**config.mk**
```make
export PLATFORM = sky130hd
export DESIGN_NAME = gauss_window_filter
export DESIGN_NICKNAME = d
export VERILOG_FILES = /design/src/rtl/gauss_window_filter.sv
export SDC_FILE = /design/constraint.sdc
export NUM_CORES = 2
export LEC_CHECK = 0
export BUFFER_PORTS_ARGS = -buffer_cell sky130_fd_sc_hd__buf_4
export CORE_MARGIN = 5
export CORE_UTILIZATION = 55
export CTS_CLUSTER_DIAMETER = 80
export CTS_CLUSTER_SIZE = 30
export DETAILED_ROUTE_END_ITERATION = 10
export GPL_ROUTABILITY_DRIVEN = 0
export PLACE_DENSITY = 0.77
export SETUP_SLACK_MARGIN = 0.2
export SYNTH_ARGS = -nofsm -noshare
export SYNTH_HDL_FRONTEND = slang
export SYNTH_SLANG_ARGS = --single-unit
```
**constraint.sdc**
```tcl
create_clock -name clk -period 26.2 [get_ports clk]
set_input_delay 1.31 -clock clk [delete_from_list [all_inputs] [get_ports clk]]
set_output_delay 1.31 -clock clk [all_outputs]
set_load 0.02 [all_outputs]
```
**src/rtl/gauss_window_filter.sv**
```systemverilog
// rtl/gauss_window_filter.sv - applies a latched Gaussian kernel to one pixel window
// using a serial MAC and a rounding restoring divider, emitting one 8-bit pixel.
module gauss_window_filter #(
    parameter int MAX_KERNEL = 7,
    localparam int KS_W  = $clog2(MAX_KERNEL),
    localparam int ACC_W = 16 + $clog2(MAX_KERNEL * MAX_KERNEL),
    localparam int DIV_W = ACC_W + 1
) (
    input  logic                               clk,
    input  logic                               rst,
    input  logic                               kernel_load,
    input  logic [MAX_KERNEL*MAX_KERNEL*8-1:0] kernel,
    input  logic [31:0]                        kernel_sum,
    input  logic [KS_W-1:0]                    kernel_size,
    input  logic                               win_valid,
    output logic                               win_ready,
    input  logic [MAX_KERNEL*MAX_KERNEL*8-1:0] window,
    output logic [7:0]                         pix_out,
    output logic                               out_valid,
    input  logic                               out_ready,
    output logic                               kernel_loaded
);
    localparam int NT = MAX_KERNEL * MAX_KERNEL;
    localparam int KW = NT * 8;
    localparam int IW = $clog2(NT);
    localparam int CW = $clog2(DIV_W);

    localparam logic [1:0] S_IDLE = 2'd0;
    localparam logic [1:0] S_MAC  = 2'd1;
    localparam logic [1:0] S_DIV  = 2'd2;
    localparam logic [1:0] S_OUT  = 2'd3;

    logic [1:0]      state;
    logic [KW-1:0]   sh_kernel, act_kernel, win_reg;
    logic [31:0]     sh_sum, act_sum;
    logic [KS_W-1:0] sh_size, ks_last, x, y;
    logic [ACC_W-1:0] acc;
    logic [DIV_W-1:0] dvd;
    logic [32:0]     rem;
    logic [CW-1:0]   cnt;

    logic            accept;
    logic [KS_W-1:0] sel_size, eff_size;
    logic [IW-1:0]   tap_idx;
    logic [IW+2:0]   tap_bit;
    logic [15:0]     tap_prod;
    logic [ACC_W-1:0] acc_next;
    logic [DIV_W-1:0] dividend;
    logic [33:0]     rem_sh;
    logic            sub_ok;
    logic [32:0]     rem_nx;
    logic [DIV_W-1:0] dvd_nx;
    logic [7:0]      q_sat;

    assign win_ready = (state == S_IDLE) && kernel_loaded;
    assign accept    = win_valid && win_ready;

    // A load coinciding with accept bypasses the shadow registers.
    assign sel_size = kernel_load ? kernel_size : sh_size;
    assign eff_size = (sel_size == '0) ? KS_W'(1) : sel_size;

    assign tap_idx  = IW'(x) * IW'(MAX_KERNEL) + IW'(y);
    assign tap_bit  = {tap_idx, 3'b000};
    assign tap_prod = act_kernel[tap_bit +: 8] * win_reg[tap_bit +: 8];
    assign acc_next = acc + ACC_W'(tap_prod);
    assign dividend = {1'b0, acc_next} + act_sum[DIV_W:1];

    // Restoring divide step; the dividend register shifts out MSB-first and
    // fills with quotient bits, so it holds the quotient after DIV_W steps.
    assign rem_sh = {rem, dvd[DIV_W-1]};
    assign sub_ok = rem_sh >= {2'b00, act_sum};
    assign rem_nx = sub_ok ? 33'(rem_sh - {2'b00, act_sum}) : rem_sh[32:0];
    assign dvd_nx = {dvd[DIV_W-2:0], sub_ok};
    assign q_sat  = (|dvd_nx[DIV_W-1:8]) ? 8'hFF : dvd_nx[7:0];

    always_ff @(posedge clk) begin
        if (rst) begin
            state         <= S_IDLE;
            sh_kernel     <= '0;
            sh_sum        <= '0;
            sh_size       <= '0;
            act_kernel    <= '0;
            act_sum       <= '0;
            ks_last       <= '0;
            win_reg       <= '0;
            x             <= '0;
            y             <= '0;
            acc           <= '0;
            dvd           <= '0;
            rem           <= '0;
            cnt           <= '0;
            pix_out       <= '0;
            out_valid     <= 1'b0;
            kernel_loaded <= 1'b0;
        end else begin
            if (kernel_load) begin
                sh_kernel     <= kernel;
                sh_sum        <= kernel_sum;
                sh_size       <= kernel_size;
                kernel_loaded <= 1'b1;
            end
            case (state)
                S_IDLE: begin
                    if (accept) begin
                        win_reg    <= window;
                        act_kernel <= kernel_load ? kernel : sh_kernel;
                        act_sum    <= kernel_load ? kernel_sum : sh_sum;
                        ks_last    <= eff_size - KS_W'(1);
                        acc        <= '0;
                        x          <= '0;
                        y          <= '0;
                        state      <= S_MAC;
                    end
                end
                S_MAC: begin
                    acc <= acc_next;
                    if (y == ks_last) begin
                        y <= '0;
                        if (x == ks_last) begin
                            dvd   <= dividend;
                            rem   <= '0;
                            cnt   <= '0;
                            state <= S_DIV;
                        end else begin
                            x <= x + KS_W'(1);
                        end
                    end else begin
                        y <= y + KS_W'(1);
                    end
                end
                S_DIV: begin
                    if (act_sum != '0) begin
                        rem <= rem_nx;
                        dvd <= dvd_nx;
                    end
                    cnt <= cnt + CW'(1);
                    if (cnt == CW'(DIV_W - 1)) begin
                        pix_out   <= (act_sum == '0) ? 8'd0 : q_sat;
                        out_valid <= 1'b1;
                        state     <= S_OUT;
                    end
                end
                S_OUT: begin
                    if (out_ready) begin
                        out_valid <= 1'b0;
                        state     <= S_IDLE;
                    end
                end
                default: state <= S_IDLE;
            endcase
        end
    end
endmodule

```
== After elaboration in Yosys (flattened, before gate mapping) ==
Cells that the tools add are included.

* $add $sub $neg: 8
* Multipliers: 2
* Magnitude comparators: 1
* Equal/unequal tests: 13
* Shift-type cells: 2
* Multiplexer cells: 35
* Reductions and logical operators: 18

{| class="wikitable"
|+ Operator list
! operator !! number
|-
| $shiftx A392 B10 Y8 || 2
|-
| $mux W392 || 1
|-
| $mux W33 || 4
|-
| $mux W23 || 3
|-
| $pmux W33 S2 || 1
|-
| $pmux W23 S2 || 1
|-
| $pmux W22 S2 || 1
|-
| $ge A34 B32 Y1 || 1
|-
| $sub A33 B32 Y33 || 1
|-
| $logic_not A32 Y1 || 1
|-
| $mux W32 || 1
|-
| $reduce_bool A32 Y1 || 1
|-
| $add A22 B23 Y23 || 1
|-
| $add A22 B16 Y22 || 1
|-
| $mux W22 || 1
|-
| $mux W3 || 6
|-
| $mul A8 B8 Y16 || 1
|-
| $mux W8 || 2
|-
| $reduce_or A15 Y1 || 1
|-
| $ne A2 B2 Y1 const B || 7
|-
| $pmux W3 S2 || 2
|-
| $mux W2 || 5
|-
| $mux W5 || 2
|-
| $pmux W5 S2 || 1
|-
| 20 further kinds || 31
|}

* Flip-flop bits (word level): 1347
* Output and inout bits: 11
* Word-level logic and storage cells: 96

== Logic depth before layout (Yosys ltp) ==
* Depth in word-level cells: 9
* Depth in mapped cells: 40
* Gate-level depth less buffers: 37

== Least setup slack after synthesis ==
Ideal clock, no wire load.

* Path kind: register to register
* Start point: reg x[0]
* End point: reg dvd[21]
* Setup time: 0.128 ns
* Data arrival time: 8.915 ns
* Setup slack: 17.158 ns
* Stages on the path, launching flop included: 36
* Buffers on the path: 2
* Period minus slack after synthesis: 9.042 ns
* Cell sequence: dfxtp_1 fa_1 inv_1 fa_1 inv_1 fa_1 xor2_1 clkbuf_1 mux4_2 mux2_2 a21oi_4 nor2_1 fa_1 inv_1 fa_1 inv_1 fa_1 inv_1 fa_1 inv_1 ha_1 or3_1 a221o_1 a31oi_1 or2_2 xnor2_1 ha_1 clkbuf_1 a21o_1 a21o_1 a21oi_1 o21ai_0 a311oi_1 xnor2_1 a221oi_1 nor2_1

* Longest elaborated chain between the ends: 9

{| class="wikitable"
|+ Ends and longest elaborated chain
! what !! RTL line !! source
|-
| from (decl) || 36 || <nowiki>logic [KS_W-1:0] sh_size, ks_last, x, y;</nowiki>
|-
| from (signal assigned) || 125 || <nowiki>x <= x + KS_W'(1);</nowiki>
|-
| $mul A3 B3 Y6 || 62 || <nowiki>assign tap_idx = IW'(x) * IW'(MAX_KERNEL) + IW'(y);</nowiki>
|-
| $add A6 B3 Y6 || 62 ||
|-
| $shiftx A392 B10 Y8 || 64 || <nowiki>assign tap_prod = act_kernel[tap_bit +: 8] * win_reg[tap_bit +: 8];</nowiki>
|-
| $mul A8 B8 Y16 || 64 ||
|-
| $add A22 B16 Y22 || 65 || <nowiki>assign acc_next = acc + ACC_W'(tap_prod);</nowiki>
|-
| $add A22 B23 Y23 || 66 || <nowiki>assign dividend = {1'b0, acc_next} + act_sum[DIV_W:1];</nowiki>
|-
| $mux W23 || 119 || <nowiki>if (x == ks_last) begin</nowiki>
|-
| $mux W23 || 117 || <nowiki>if (y == ks_last) begin</nowiki>
|-
| $pmux W23 S2 || 102 || <nowiki>case (state)</nowiki>
|-
| to (signal assigned) || 120 || <nowiki>dvd <= dividend;</nowiki>
|-
| to (signal assigned) || 134 || <nowiki>dvd <= dvd_nx;</nowiki>
|-
| to (decl) || 38 || <nowiki>logic [DIV_W-1:0] dvd;</nowiki>
|}

Parallel ways exist; a longest one is shown, timed or not. The select of a mux whose other input is x is not followed.
A chain may end at the register's enable or synchronous reset.

== Final worst setup path ==
* Start point: reg x[0]
* End point: reg dvd[19]

Same word-level chain as after synthesis.

==> results_tabular.tex <==
\begin{tabular}{lr}
\hline
Metric & Value \\
\hline
\multicolumn{2}{l}{\textbf{Pwr}} \\
Maximum resistive drop on vdd & 52.1 uV \\
Switching Fraction & 0.324 \\
Part of the total power dissipated in combinational logic & 0.257 \\
Internal power of the cells & 3180 uW \\
Power density over the cells & 70.2 nW/um2 \\
Clock Power Share & 0.236 \\
Proportion of power drawn by flip-flops and latches & 0.507 \\
PnR Total Power & 4700 uW \\
Net Sw Power & 1520 uW \\
Leakage power of the design & 0.0268 uW \\
\multicolumn{2}{l}{\textbf{STA}} \\
Count of pins over their slew limit & 0 \\
Final-layout setup total negative slack & 0 ns \\
Number of endpoints with negative hold slack in the final report & 0 \\
Normalized max-slew margin & 0.162 \\
Count of final setup violators & 0 \\
Pin slew with the least headroom to its limit & 1.26 ns \\
Clk\_skew & 0.0557 ns \\
Max frequency & 93.7 MHz \\
RSZ-0062 raised after global routing & no \\
Time the worst path needs with I/O delays and setup & 10.67 ns \\
Portion of the clock cycle consumed by the worst path in the final layout & 0.407 \\
Final hold slack & 0.460 ns \\
\multicolumn{2}{l}{\textbf{Setup path}} \\
Largest fanout of any net on the critical path & 42 \\
Crit path kind & reg -> reg \\
Cell with the largest stage delay on the worst path & sky130\_fd\_sc\_hd\_\_buf\_4 \\
Data required, critical path & 26.83 ns \\
Crit path max-delay family & adder cells \\
Arrival time of the worst setup path & 11.30 ns \\
Worst Setup Start Kind & flip-flop \\
R2r startpoint & x[0] \\
Critical path capture point type & flip-flop \\
Worst setup path startpoint & x[0] \\
Maximum single-stage delay on the critical path & 0.82 ns \\
Buffers plus inverters on the worst setup path & 7 \\
\multicolumn{2}{l}{\textbf{Cells and area}} \\
Multi-input gate area & 29200 um2 \\
Final Cell Area & 67000 um2 \\
\# nets final & 7619 \\
Register area & 27000 um2 \\
Most frequent standard cell in the layout excluding fill and tap cells & sky130\_fd\_sc\_hd\_\_dfxtp\_1 \\
Number of standard cells in the layout, taps in and fillers out & 8045 \\
Synth-to-Final Area Change & 14.3\% \\
Most frequent cells in the layout & sky130\_fd\_sc\_hd\_\_dfxtp\_1, sky130\_fd\_sc\_hd\_\_nor2\_1, sky130\_fd\_sc\_hd\_\_buf\_4 \\
Fill cells & 8612 \\
Proportion of layout cells with a drive suffix above 1 & 0.188 \\
\multicolumn{2}{l}{\textbf{Clocking}} \\
Clk sinks & 1347 \\
Cts hold-fix bufs & 0 \\
Number of setup buffers added after CTS & 0 \\
H-tree lvl count & 2 \\
Number of gates given a new drive strength after cts & 0 \\
CTS buffer count & 56 \\
Root buffer selected by CTS & sky130\_fd\_sc\_hd\_\_clkbuf\_16 \\
Worst skew pair latency & 0.73 ns \\
Clock transition at the registers of the reported paths & 0.11 ns \\
Clk buf depth & 3 \\
CTS tree & built \\
\multicolumn{2}{l}{\textbf{Route}} \\
Post-route antenna net violation count & 0 \\
Drt wl/cell & 23.1 um \\
Post-route DRC violation count & 0 \\
Overall routed net length & 186000 um \\
Vias per cell & 5.91 \\
Pre-antenna DRT Iters & 5 \\
Starting DRT DRC Count & 4502 \\
Vias & 47600 \\
\multicolumn{2}{l}{\textbf{Outcome}} \\
Outcome & complete, no violations \\
\multicolumn{2}{l}{\textbf{Global route}} \\
Total routing usage reported by global routing & 0.313 \\
Wire length of the first global-routing pass & 273000 um \\
Number of global-route vias before repair & 45100 \\
Sum of overflow across all layers after global routing & 0 \\
Maximum number of pins on one net before global-route repair & 248 \\
Antenna violations before repair & 17 \\
\multicolumn{2}{l}{\textbf{Synth}} \\
EDFF count, synth & 0 \\
Sequential element share of the synthesized area & 0.460 \\
Synthesized cell area & 58600 um2 \\
Dominant register cell in the synthesized netlist & sky130\_fd\_sc\_hd\_\_dfxtp\_1 \\
Cell count after synthesis & 6162 \\
Average cell area after synthesis & 9.50 um2 \\
Flip-flop and latch count after synthesis & 1347 \\
Number of nets in the synthesized netlist & 7157 \\
Ys async rst share & 0 \\
Number of warning messages in the yosys log & 0 \\
Synth cell types & 72 \\
\multicolumn{2}{l}{\textbf{Place}} \\
Post-DP HPWL & 139000 um \\
Placement Cell Area & 65200 um2 \\
IO buf count & 834 \\
Post-placement cell count & 7957 \\
\multicolumn{2}{l}{\textbf{Die}} \\
Number of primary I/O pins & 835 \\
Row cnt & 119 \\
DIE AREA & 113000 um2 \\
Initial standard-cell utilization of the core & 0.555 \\
Core area & 106000 um2 \\
Chip Height & 336 um \\
Die W & 336 um \\
\multicolumn{2}{l}{\textbf{Min path}} \\
Hold wc startpoint & win\_reg[273] \\
Hold Path Class & reg -> reg \\
\multicolumn{2}{l}{\textbf{Run}} \\
Max-cap violations & 0 \\
\hline
\end{tabular}
## cell usage after synthesis (all sizes together) (9+ instances only)
cell type	instances	area, um2
a211oi	457	3430
a21o	43	323
a21oi	497	2600
a22o	20	175
a22oi	15	113
a31oi	14	87.6
a32oi	18	158
and3	10	62.6
buf	87	459
clkbuf	390	1470
dfxtp	1347	27000
fa	56	1120
ha	115	1440
inv	156	586
mux2	17	191
mux2i	443	4430
mux4	240	5410
nand2	856	3210
nand2b	12	75.1
nand3	18	90.1
nand4	16	100
nor2	1002	3760
nor2b	11	68.8
nor3	33	165
nor4	19	119
o211ai	9	67.6
o21a	10	75.1
o21ai	68	340
o31ai	9	67.6
or2	27	169
xnor2	46	403
xor2	23	201
## metrics by stage
stage,setup WS [ns],util
4_1_cts,15.53,0.634
3_5_place_dp,15.56,0.618
6_report,15.53,0.634
5_1_grt,14.90,0.634
2_1_floorplan,17.16,-
3_3_place_gp,15.73,0.618
## kinds of logic (layout without fill, tap and decap cells)
logic type	after synthesis	after routing	synth area share
buffers and inverters	633	1116	0.0429
adders and majority gates	171	171	0.0437
DFF	1347	1347	0.460
other	0	9	0
xor gates and xnor gates	69	69	0.0103
AOI/OAI and AO/OA	1209	1209	0.134
and+or+nand+nor	2033	2033	0.137
muxes	700	700	0.171
## layout make-up
| type | count | area share |
|---|---|---|
| Antenna cell | 9 | 0.000336 |
| Clock buffer | 60 | 0.0218 |
| Clock inverter | 19 | 0.00422 |
| Inverter | 156 | 0.00875 |
| Multi-Input combinational cell | 4182 | 0.436 |
| Sequential cell | 1347 | 0.403 |
| Tap cell | 1391 | 0.0260 |
| Timing Repair Buffer | 881 | 0.100 |
## worst min-delay path: stages (launching register included)
cell                      delay [ns]
sky130_fd_sc_hd__dfxtp_1        0.32
sky130_fd_sc_hd__nand2_1        0.05
sky130_fd_sc_hd__a21oi_1        0.05
## per-layer routing
layer	track usage	wire length [um]	up-vias
li1	-	-	22300
met1	0.406	72900	22900
met5	0	71	-
met3	0.0524	15100	356
met2	0.511	87400	1989
met4	0.152	10300	12
## path summary, 6_finish.rpt
path | endpoint | slack [ns] | depth (start not counted)
hold / removal | win_reg[273] | 0.46 | 2
setup / recovery | dvd[19] | 15.53 | 34
hold reg to reg | win_reg[273] | 0.46 | 2
setup reg to reg | dvd[19] | 15.53 | 34
## power groups by stage
stage	registers (uW)	logic (uW)	clock network, uW
2_1_floorplan	2370	833	0
3_3_place_gp	2420	1160	0
3_5_place_dp	2420	1190	0
4_1_cts	2380	1190	1120
5_1_grt	2400	1310	1190
6_report	2380	1210	1110
No activity file was read; power rests on OpenSTA's default activity.
